### src/rtl/imem_loader_pkg.sv
// -----------------------------------------------------------------------------
// imem_loader_pkg
// Shared constants for the instruction-memory boot loader.
//   IMEM_ADDR_W    : word-address width of the instruction memory. The core's
//                    memory instance uses the same value, so both always agree.
//   DEFAULT_CNT_W  : width of the header word-count field.
//   ST_*           : loader FSM state encoding.
//   state_takes_bytes() : true for states in which the loader accepts bytes.
// -----------------------------------------------------------------------------
package imem_loader_pkg;

  localparam int IMEM_ADDR_W   = 12;
  localparam int DEFAULT_CNT_W = 16;

  localparam logic [2:0] ST_HDR0 = 3'd0;  // expecting count[15:8]
  localparam logic [2:0] ST_HDR1 = 3'd1;  // expecting count[7:0]
  localparam logic [2:0] ST_WORD = 3'd2;  // streaming image bytes
  localparam logic [2:0] ST_CSUM = 3'd3;  // expecting trailing checksum byte
  localparam logic [2:0] ST_DONE = 3'd4;  // image loaded, core released
  localparam logic [2:0] ST_ERR  = 3'd5;  // load aborted, core held

  function automatic logic state_takes_bytes(input logic [2:0] s);
    return (s == ST_HDR0) || (s == ST_HDR1) || (s == ST_WORD) || (s == ST_CSUM);
  endfunction

endpackage

### src/rtl/imem_loader_if.sv
// -----------------------------------------------------------------------------
// imem_loader_if
// Bundles the byte-stream handshake, the instruction-memory write port and the
// loader status lines.
//   in_valid/in_data/in_ready : byte source handshake (transfer = valid & ready)
//   mem_addr/mem_wdata/mem_we : instruction-memory spare write port
//   cpu_rst/busy/done/err     : core reset hold and load status
// Modports:
//   master : byte source / system side (drives the byte stream, sees the rest)
//   slave  : the loader itself
// -----------------------------------------------------------------------------
interface imem_loader_if
  import imem_loader_pkg::*;
#(
  parameter int ADDR_W = IMEM_ADDR_W
);

  logic              in_valid;
  logic [7:0]        in_data;
  logic              in_ready;
  logic [ADDR_W-1:0] mem_addr;
  logic [31:0]       mem_wdata;
  logic              mem_we;
  logic              cpu_rst;
  logic              busy;
  logic              done;
  logic              err;

  modport master (
    output in_valid, in_data,
    input  in_ready, mem_addr, mem_wdata, mem_we, cpu_rst, busy, done, err
  );

  modport slave (
    input  in_valid, in_data,
    output in_ready, mem_addr, mem_wdata, mem_we, cpu_rst, busy, done, err
  );

endinterface

### src/rtl/imem_loader_asm.sv
// -----------------------------------------------------------------------------
// imem_loader_asm
// Byte-to-word assembler. Collects four accepted bytes little-endian (byte k
// lands in bits [8k+7:8k]) and flags the cycle in which the fourth byte is
// accepted; the complete word is presented combinationally in that cycle so the
// parent can register it straight into the memory write port.
// Ports:
//   clk, rst_async : clock, asynchronous active-high reset
//   i_byte_valid   : a byte is accepted this cycle
//   i_byte         : the accepted byte
//   o_word_valid   : this cycle's byte completes a word
//   o_word         : assembled word (valid while o_word_valid is high)
// -----------------------------------------------------------------------------
module imem_loader_asm (
  input  logic        clk,
  input  logic        rst_async,
  input  logic        i_byte_valid,
  input  logic [7:0]  i_byte,
  output logic        o_word_valid,
  output logic [31:0] o_word
);

  logic [1:0]  r_idx;    // index of the next byte within the word
  logic [23:0] r_shift;  // bytes 0..2 of the word under assembly

  // NOTE: the partial-word register is ordinary flops, not a RAM, so it takes
  // the reset like everything else and an aborted load leaves no stale bytes.
  always_ff @(posedge clk or posedge rst_async) begin
    if (rst_async) begin
      r_idx   <= 2'd0;
      r_shift <= 24'd0;
    end else if (i_byte_valid) begin
      r_idx <= r_idx + 2'd1;
      case (r_idx)
        2'd0:    r_shift[7:0]   <= i_byte;
        2'd1:    r_shift[15:8]  <= i_byte;
        2'd2:    r_shift[23:16] <= i_byte;
        default: ;  // byte 3 goes straight out through o_word
      endcase
    end
  end

  assign o_word_valid = i_byte_valid && (r_idx == 2'd3);
  assign o_word       = {i_byte, r_shift};

endmodule

### src/rtl/imem_loader.sv
// -----------------------------------------------------------------------------
// imem_loader
// Boot-time writer for the 32-bit instruction memory. Receives a byte stream
// (2-byte big-endian word count N, then 4*N little-endian word bytes), writes
// the words to addresses 0..N-1 and holds the core in reset until the image is
// complete. A count above the memory capacity aborts the load.
// Optional feature (macro IMEM_LOADER_CHECKSUM_EN): an 8-bit running sum over
// every accepted byte plus one trailing byte must total 0 mod 256, otherwise
// the load ends in error and the core stays in reset.
// Ports:
//   clk       : system clock
//   rst_async : asynchronous, active-high reset
//   bus       : imem_loader_if slave modport (byte handshake, memory write
//               port, cpu_rst/busy/done/err status)
// Parameters:
//   ADDR_W : instruction-memory word-address width (capacity 2**ADDR_W words)
//   CNT_W  : header word-count width, at least ADDR_W+1
// -----------------------------------------------------------------------------
module imem_loader
  import imem_loader_pkg::*;
#(
  parameter int ADDR_W = IMEM_ADDR_W,
  parameter int CNT_W  = DEFAULT_CNT_W
) (
  input  logic         clk,
  input  logic         rst_async,
  imem_loader_if.slave bus
);

  localparam logic [CNT_W:0] CNT_ONE  = {{CNT_W{1'b0}}, 1'b1};
  localparam logic [CNT_W:0] CAPACITY = CNT_ONE << ADDR_W;

  // Where the FSM goes once the last word (or an empty header) is through.
  localparam logic [2:0] ST_AFTER_LOAD =
`ifdef IMEM_LOADER_CHECKSUM_EN
    ST_CSUM;
`else
    ST_DONE;
`endif

  logic [2:0]        r_state;
  logic [2:0]        w_state_nxt;
  logic              r_in_ready;
  logic [7:0]        r_cnt_hi;   // count[15:8] captured in HDR0
  logic [CNT_W-1:0]  r_n;        // header word count
  logic [CNT_W:0]    r_wr_cnt;   // words written so far; one bit wider so N=capacity fits
  logic [ADDR_W-1:0] r_mem_addr;
  logic [31:0]       r_mem_wdata;
  logic              r_mem_we;
  logic              r_cpu_rst;

  logic              w_xfer;
  logic              w_byte_valid;
  logic              w_word_valid;
  logic [31:0]       w_word;
  logic [CNT_W-1:0]  w_hdr_n;
  logic              w_hdr_zero;
  logic              w_hdr_too_big;
  logic [CNT_W:0]    w_wr_cnt_inc;
  logic              w_last_word;

  assign w_xfer        = bus.in_valid && r_in_ready;
  assign w_byte_valid  = w_xfer && (r_state == ST_WORD);
  assign w_hdr_n       = CNT_W'({r_cnt_hi, bus.in_data});
  assign w_hdr_zero    = (w_hdr_n == '0);
  assign w_hdr_too_big = ({1'b0, w_hdr_n} > CAPACITY);
  assign w_wr_cnt_inc  = r_wr_cnt + CNT_ONE;
  assign w_last_word   = w_word_valid && (w_wr_cnt_inc == {1'b0, r_n});

  imem_loader_asm u_asm (
    .clk          (clk),
    .rst_async    (rst_async),
    .i_byte_valid (w_byte_valid),
    .i_byte       (bus.in_data),
    .o_word_valid (w_word_valid),
    .o_word       (w_word)
  );

`ifdef IMEM_LOADER_CHECKSUM_EN
  logic [7:0] r_sum;
  logic [7:0] w_sum_nxt;

  assign w_sum_nxt = r_sum + bus.in_data;

  always_ff @(posedge clk or posedge rst_async) begin
    if (rst_async)   r_sum <= 8'd0;
    else if (w_xfer) r_sum <= w_sum_nxt;
  end
`endif

  // NOTE: every output of a combinational block gets a default before the
  // case, so no path leaves it unassigned and no latch is inferred.
  always_comb begin
    w_state_nxt = r_state;
    case (r_state)
      ST_HDR0: if (w_xfer) w_state_nxt = ST_HDR1;
      ST_HDR1: begin
        if (w_xfer) begin
          if (w_hdr_zero)         w_state_nxt = ST_AFTER_LOAD;
          else if (w_hdr_too_big) w_state_nxt = ST_ERR;
          else                    w_state_nxt = ST_WORD;
        end
      end
      ST_WORD: if (w_last_word) w_state_nxt = ST_AFTER_LOAD;
`ifdef IMEM_LOADER_CHECKSUM_EN
      ST_CSUM: if (w_xfer) w_state_nxt = (w_sum_nxt == 8'd0) ? ST_DONE : ST_ERR;
`endif
      ST_DONE, ST_ERR: w_state_nxt = r_state;
      default:         w_state_nxt = ST_ERR;  // unused encodings fail safe
    endcase
  end

  // NOTE: state registers use non-blocking assignments so every flop samples
  // the pre-edge values of its neighbours, independent of statement order.
  always_ff @(posedge clk or posedge rst_async) begin
    if (rst_async) begin
      r_state     <= ST_HDR0;
      r_in_ready  <= 1'b0;
      r_cnt_hi    <= 8'd0;
      r_n         <= '0;
      r_wr_cnt    <= '0;
      r_mem_addr  <= '0;
      r_mem_wdata <= 32'd0;
      r_mem_we    <= 1'b0;
      r_cpu_rst   <= 1'b1;
    end else begin
      r_state    <= w_state_nxt;
      // in_ready is registered: it reflects whether the state being entered
      // takes bytes, so it is already high in the write cycle of a mid-image
      // word and already low in the first DONE/ERR cycle.
      r_in_ready <= state_takes_bytes(w_state_nxt);
      r_mem_we   <= w_word_valid;
      if (w_xfer && (r_state == ST_HDR0)) r_cnt_hi <= bus.in_data;
      if (w_xfer && (r_state == ST_HDR1)) r_n      <= w_hdr_n;
      if (w_word_valid) begin
        r_mem_addr  <= r_wr_cnt[ADDR_W-1:0];
        r_mem_wdata <= w_word;
        r_wr_cnt    <= w_wr_cnt_inc;
      end
      // Released one cycle after DONE, i.e. after the final write has landed.
      r_cpu_rst <= (r_state != ST_DONE);
    end
  end

  assign bus.in_ready  = r_in_ready;
  assign bus.mem_addr  = r_mem_addr;
  assign bus.mem_wdata = r_mem_wdata;
  assign bus.mem_we    = r_mem_we;
  assign bus.cpu_rst   = r_cpu_rst;
  assign bus.busy      = (r_state == ST_WORD) || (r_state == ST_CSUM);
  assign bus.done      = (r_state == ST_DONE);
  assign bus.err       = (r_state == ST_ERR);

endmodule

### src/flat_wrapper.sv
// flat-port wrapper written by rule: the top's interface ports become plain ports
module imem_loader_flat import imem_loader_pkg::*;
#(
  parameter int ADDR_W = IMEM_ADDR_W,
  parameter int CNT_W  = DEFAULT_CNT_W
)
  (clk, rst_async, bus_in_valid, bus_in_data, bus_in_ready, bus_mem_addr, bus_mem_wdata, bus_mem_we, bus_cpu_rst, bus_busy, bus_done, bus_err);
  imem_loader_if #(.ADDR_W(ADDR_W)) bus_i ();
  input  logic clk;
  input  logic rst_async;
  input wire logic [$bits(bus_i.in_valid)-1:0] bus_in_valid;
  input wire logic [$bits(bus_i.in_data)-1:0] bus_in_data;
  output wire logic [$bits(bus_i.in_ready)-1:0] bus_in_ready;
  output wire logic [$bits(bus_i.mem_addr)-1:0] bus_mem_addr;
  output wire logic [$bits(bus_i.mem_wdata)-1:0] bus_mem_wdata;
  output wire logic [$bits(bus_i.mem_we)-1:0] bus_mem_we;
  output wire logic [$bits(bus_i.cpu_rst)-1:0] bus_cpu_rst;
  output wire logic [$bits(bus_i.busy)-1:0] bus_busy;
  output wire logic [$bits(bus_i.done)-1:0] bus_done;
  output wire logic [$bits(bus_i.err)-1:0] bus_err;
  assign bus_i.in_valid = bus_in_valid;
  assign bus_i.in_data = bus_in_data;
  assign bus_in_ready = bus_i.in_ready;
  assign bus_mem_addr = bus_i.mem_addr;
  assign bus_mem_wdata = bus_i.mem_wdata;
  assign bus_mem_we = bus_i.mem_we;
  assign bus_cpu_rst = bus_i.cpu_rst;
  assign bus_busy = bus_i.busy;
  assign bus_done = bus_i.done;
  assign bus_err = bus_i.err;
  imem_loader #(.ADDR_W(ADDR_W), .CNT_W(CNT_W)) u_core (.clk(clk), .rst_async(rst_async), .bus(bus_i));
endmodule
### config.mk
export PLATFORM = sky130hd
export DESIGN_NAME = imem_loader_flat
export DESIGN_NICKNAME = d
export VERILOG_FILES = /design/src/rtl/imem_loader_pkg.sv /design/src/rtl/imem_loader_if.sv /design/src/rtl/imem_loader_asm.sv /design/src/rtl/imem_loader.sv /design/src/flat_wrapper.sv
export SDC_FILE = /design/constraint.sdc
export NUM_CORES = 1
export LEC_CHECK = 0
export ABC_AREA = 1
export CORE_UTILIZATION = 60
export CTS_BUF_LIST = sky130_fd_sc_hd__clkbuf_4 sky130_fd_sc_hd__clkbuf_8
export DETAILED_ROUTE_END_ITERATION = 6
export PLACE_DENSITY = 0.84
export SYNTH_ARGS = -nofsm -noshare
export SYNTH_HDL_FRONTEND = slang
export SYNTH_SLANG_ARGS = --single-unit
### constraint.sdc
create_clock -name clk -period 13.9 [get_ports clk]
set_input_delay 4.17 -clock clk [delete_from_list [all_inputs] [get_ports clk]]
set_output_delay 4.17 -clock clk [all_outputs]
set_load 0.005 [all_outputs]
Word-level counts from Yosys, hierarchy flattened
Cells that the tools add are included.
W data, S select, Z words.
{"block": "word_totals", "reg_bits": 117, "out_inout_bits": 50}
{"block": "op_classes", "n_lt_le_gt_ge": 1, "n_mux": 6, "n_reduce_logical": 18, "addsub": 2, "n_eq_ne": 13}
{"operator": "$add A17 B1 Y17 const B", "count": 1}
{"operator": "$eq A17 B16 Y1", "count": 1}
{"operator": "$gt A16 B13 Y1 const B", "count": 1}
{"operator": "$logic_not A16 Y1", "count": 1}
{"operator": "$mux W3", "count": 5}
{"operator": "$eq A3 B2 Y1 const B", "count": 4}
{"operator": "$pmux W3 S4", "count": 1}
{"operator": "$eq A3 B1 Y1 const B", "count": 2}
{"operator": "$eq A3 B3 Y1 const B", "count": 2}
{"operator": "$logic_and A1 B1 Y1", "count": 6}
{"operator": "$logic_not A3 Y1", "count": 2}
{"operator": "$reduce_and A2 Y1", "count": 3}
{"operator": "$eq A2 B2 Y1 const B", "count": 2}
{"operator": "$logic_or A1 B1 Y1", "count": 4}
{"operator": "$ne A3 B3 Y1 const B", "count": 1}
{"operator": "$add A2 B1 Y2 const B", "count": 1}
{"operator": "$eq A2 B1 Y1 const B", "count": 1}
{"operator": "$logic_not A2 Y1", "count": 1}
{"operator": "$reduce_or A2 Y1", "count": 1}

Logic depth before layout (Yosys ltp)
{"block": "logic_depth", "ltp_word": 10, "mapped_depth": 13, "ltp_nobuf": 13}

Hierarchy
From an unflattened synthesis, not the netlist that was laid out.
{"block": "unflattened", "hier_cells": 668, "area_unflattened_um2": 5410.2}
{"mod": "imem_loader", "n_inst": 1, "seq_area_each_um2": 2278.4, "cells_per_inst": 538, "area_each_um2": 4246.6}
{"mod": "imem_loader_asm", "n_inst": 1, "seq_area_each_um2": 650.6, "cells_per_inst": 130, "area_each_um2": 1163.6}

Worst setup path after synthesis
Ideal clock, no wire load.
{"block": "synth_timing", "path_kind": "input to register", "startpoint": "in bus_in_valid", "endpoint": "reg u_core.r_state[1]", "setup_ns": 0.117, "stages": 11, "arrival_time_ns": 5.062, "slack_ns": 8.721, "cell_sequence": "nand2_1 > inv_1 > nand3_2 > nor2_4 > nand3_1 > nor2_1 > nand3_1 > nor2_1 > nand3_1 > nand2_1 > nand2_1"}
{"block": "synth_via", "elab_chain_cells": 6}
{"element": "start, declared", "line": "flat_wrapper.sv:11", "text": "input wire logic [$bits(bus_i.in_valid)-1:0] bus_in_valid;"}
{"element": "$logic_and A1 B1 Y1 *", "line": "imem_loader.sv:62", "text": "assign w_xfer = bus.in_valid && r_in_ready;"}
{"element": "$logic_and A1 B1 Y1", "line": "imem_loader.sv:63", "text": "assign w_byte_valid = w_xfer && (r_state == ST_WORD);"}
{"element": "$logic_and A1 B1 Y1", "line": "imem_loader_asm.sv:43", "text": "assign o_word_valid = i_byte_valid && (r_idx == 2'd3);"}
{"element": "$logic_and A1 B1 Y1", "line": "imem_loader.sv:68", "text": "assign w_last_word = w_word_valid && (w_wr_cnt_inc == {1'b0, r_n});"}
{"element": "$mux W3", "line": "imem_loader.sv:104", "text": "ST_WORD: if (w_last_word) w_state_nxt = ST_AFTER_LOAD;"}
{"element": "$pmux W3 S4 *", "line": "imem_loader.sv:95", "text": "case (r_state)"}
{"element": "net u_core.w_state_nxt[1]", "line": "imem_loader.sv:42", "text": "logic [2:0] w_state_nxt;"}
{"element": "end signal, assigned", "line": "imem_loader.sv:127", "text": "r_state <= w_state_nxt;"}
{"element": "end, declared", "line": "imem_loader.sv:41", "text": "logic [2:0] r_state;"}
The timed path passes the listed nets; every way through them passes the cells marked *.
A chain may end at the register's enable or synchronous reset.

Final worst setup path
{"block": "layout_timing", "startpoint": "in bus_in_valid", "endpoint": "reg u_core.r_mem_wdata[24], in the netlist u_core.bus.mem_wdata[24]"}
{"block": "layout_via", "elab_chain_cells": 3}
{"element": "$logic_and A1 B1 Y1", "line": "imem_loader.sv:62"}
{"element": "$logic_and A1 B1 Y1", "line": "imem_loader.sv:63"}
{"element": "$logic_and A1 B1 Y1", "line": "imem_loader_asm.sv:43"}
{"element": "end signal, assigned", "line": "imem_loader.sv:137", "text": "r_mem_wdata <= w_word;"}
{"element": "end, declared", "line": "imem_loader.sv:48", "text": "logic [31:0] r_mem_wdata;"}
No other way between the ends.

==> impl_results.md <==
* Status: completed
* DP HPWL at 7985 um
* Initial Util at 62.56%
* FF+latch count, synth at 117
* Area growth syn-to-layout at 20.68%
* Critical path required time at 14.15 ns
* Cells after synthesis at 622
* Die area at 8985 um2
* Count of cell types in the netlist at 24
* I/O Pins at 61
* Ys flop type: dfrtp_1
* Slew Limit Fails at 0
* Cells on worst reg2reg path at 7
* Post-Syn Area at 5166 um2
* Cell Area, Placed at 5842 um2
* CTS Root Cell: clkbuf_8
* Final Hold Vio Count at 0
* Post-synthesis sequential area ratio at 56.70%
* PD cells at 106.3 nW/um2
* Tcrit/Tclk final at 44.45%
* # port buffers at 60
* Critical path cell sequence: clkdlybuf4s50_1 -> nand2_1 -> inv_1 -> nand3_2 -> nor2_4 -> inv_2 -> nand2_1 -> o21ai_0
* Gr usage total at 29.23%
* Syn_nets at 638
* ANT cells at 0
* Worst Setup Slack, final at 7.721 ns
* Final RePlAce weighted congestion at 0.8578
* Worst EP arrival at 6.43 ns
* Syn Area/Cell at 8.306 um2
* DRT iter0 DRCs at 339
* Critical path's top delay family: buffers and inverters
* Maxcap violations at 0
* Synth top cells by count: nand2_1, dfrtp_1, o21ai_0, inv_1, nand3_1
* Total global routing overflow at 0
* Die width at 94.79 um
* Stages on worst setup path at 8
* Vias in the first global route at 4191
* Hold Crit Class: reg -> reg
* Core box area at 8258 um2
* Crit Path Category: in -> reg
* Clock Skew at 0.01041 ns
* Final critical-path required period at 6.179 ns
* Leak at 3.058 nW
* Hold Worst Slack at 0.4722 ns
* Fill cells at 586
* Fmax achieved at 161.8 MHz
* Slowest CP cell: inv_2
* FFs w/ async S/R, synth at 100.0%
* Most common cell in the netlist: nand2_1
* Pre-CTS setup slack at 7.332 ns
* Clk Latency, worst-skew pair at 0.44 ns
* CTS tree: built
* CTS H-Tree Depth at 4
* Peak supply drop at 0.06354 mV
* Yosys warnings at 0
* Buf/Inv on CP at 3
* Setup repair bufs after CTS at 0
* Final instance area at 6235 um2
* Vias/cell at 5.471
* Die Height at 94.79 um
* Pre-antenna DRT Iters at 7
* First-pass GRT wire length at 19620 um
* Routed Antenna Nets at 0
* Mean routed wirelength per cell at 14.84 um
* Num Clock Sinks at 117
* Final setup fails at 0
* CTS resizes at 0
* # nets final at 700
* Initial antenna violation count at 0
* Bufs on Longest Clock Path at 2
* Peak per-stage delay on the critical path at 0.62 ns
* Worst-margin pin slew at 1.206 ns
* Post-route DRC at 0
* RSZ-0062 raised after global routing: no
* Total CTS buffers at 17
* Post-synth EDFFs at 0
* Largest fanout on the critical path at 82
* Yosys top cell area share at 56.19%
* Critical path's most frequent cell: nand2_1
* Hold buffer count at CTS at 0
* Crit start category: input pin
* Setup_tns at 0 ns
* Vias at 4382
* Yosys top cell by area: dfrtp_1
* Share of post-route cells with drive strength above 1 at 8.046%
* Hold depth at 2
* Largest net degree at the start of global routing at 83
* Synth area leaders: dfrtp_1, nand2_1, o21ai_0
* Row count at 33
* Clock transition at the registers of the reported paths at 0.07 ns
* CP Capture Type: flip-flop
* Total routed wirelength at 11890 um
* Rel. slew slack at 19.59%
==> through the flow <==
step	total power, W	util, %	instances
after floorplan	0.0003534	-	622
after global placement	0.0003600	70.74	770
after detailed placement	0.0003604	70.74	770
after CTS	0.0006651	75.50	801
after global routing	0.0006836	75.50	801
final	0.0006629	75.50	801
==> placed cells by master, fill, tap and decap left out <==
cell type and n:
buf_4 2, bufinv_16 2, clkbuf_4 2, clkbuf_8 20
clkdlybuf4s50_1 60, clkinv_2 4, clkinvlp_4 3, dfrtp_1 116
dfstp_2 1, ha_1 5, inv_1 57, inv_2 2
inv_4 1, nand2_1 239, nand2_2 6, nand3_1 36
nand3_2 1, nand3b_1 1, nand4_1 10, nor2_1 19
nor2_2 5, nor2_4 5, nor3_1 3, nor4_1 1
o21ai_0 88, o21ai_2 2, o21bai_1 1, xnor2_1 1
xor2_1 3
==> power by group <==
group	internal [W]	leakage [nW]	switching, W
sequential	0.000340	1.54	0
combinational	0.00000290	1.32	0.0000101
clock	0.000175	0.197	0.000134
total	0.000518	3.06	0.000144
==> cells by family after synthesis <==
group	Yosys count	share of synthesized area [%]
AOI/OAI and AO/OA	91	9.010
xor gates and xnor gates	4	0.6783
adders and majority gates	5	1.211
buffers and inverters	79	5.788
DFF	117	56.70
and+or+nand+nor	326	26.62
==> sequential cells by signal (all words and copies together) (netlist names) <==
signal and flops:
u_core.u_asm.r_idx 2, u_core.r_wr_cnt 17, u_core.r_n 16, u_core.bus.mem_we 1
u_core.bus.in_ready 1, u_core.bus.mem_addr 12, u_core.bus.cpu_rst 1, u_core.r_state 3
u_core.u_asm.r_shift 24, u_core.r_cnt_hi 8, u_core.bus.mem_wdata 32
==> worst reg2reg max path, cell delays in order, from the launching register on <==
cell	delay, ns
dfrtp_1	0.40
inv_1	0.10
nor2_4	0.12
nand3_2	0.13
nor2_4	0.50
inv_2	0.62
nand2_1	0.28
o21ai_0	0.14
==> path summary, 6_finish.rpt <==
path / from / endpoint / slack (ns)
max in group asynchronous: rst_async / u_core.bus.mem_wdata[17] / 8.43
min in group asynchronous: rst_async / u_core.bus.mem_wdata[26] / 4.17
max: bus_in_valid / u_core.bus.mem_wdata[24] / 7.72
min: u_core.bus.mem_wdata[6] / u_core.bus.mem_wdata[6] / 0.47
min reg2reg: u_core.bus.mem_wdata[6] / u_core.bus.mem_wdata[6] / 0.47
max reg2reg: u_core.r_state[1] / u_core.bus.mem_wdata[24] / 11.43
==> per-layer routing <==
layer | routed length, um | global-route usage, % | up-vias
li1 | - | - | 2094
met1 | 4926 | 37.66 | 2086
met2 | 5900 | 46.76 | 170
met3 | 816 | 7.407 | 32
met4 | 247 | 13.01 | 0
met5 | 0 | 0 | -
==> cell type report <==
cell class                      count  area, um2  area share, %
Sequential cell                   117       2929          46.98
Clock inverter                      9      102.6          1.646
Clock buffer                       22      290.3          4.656
Inverter                           60      227.7          3.652
Multi-Input combinational cell    426       1938          31.09
Tap cell                          105      131.4          2.107
Timing Repair Buffer               62      615.6          9.874
Note: power is estimated with default switching activity, not from simulation.
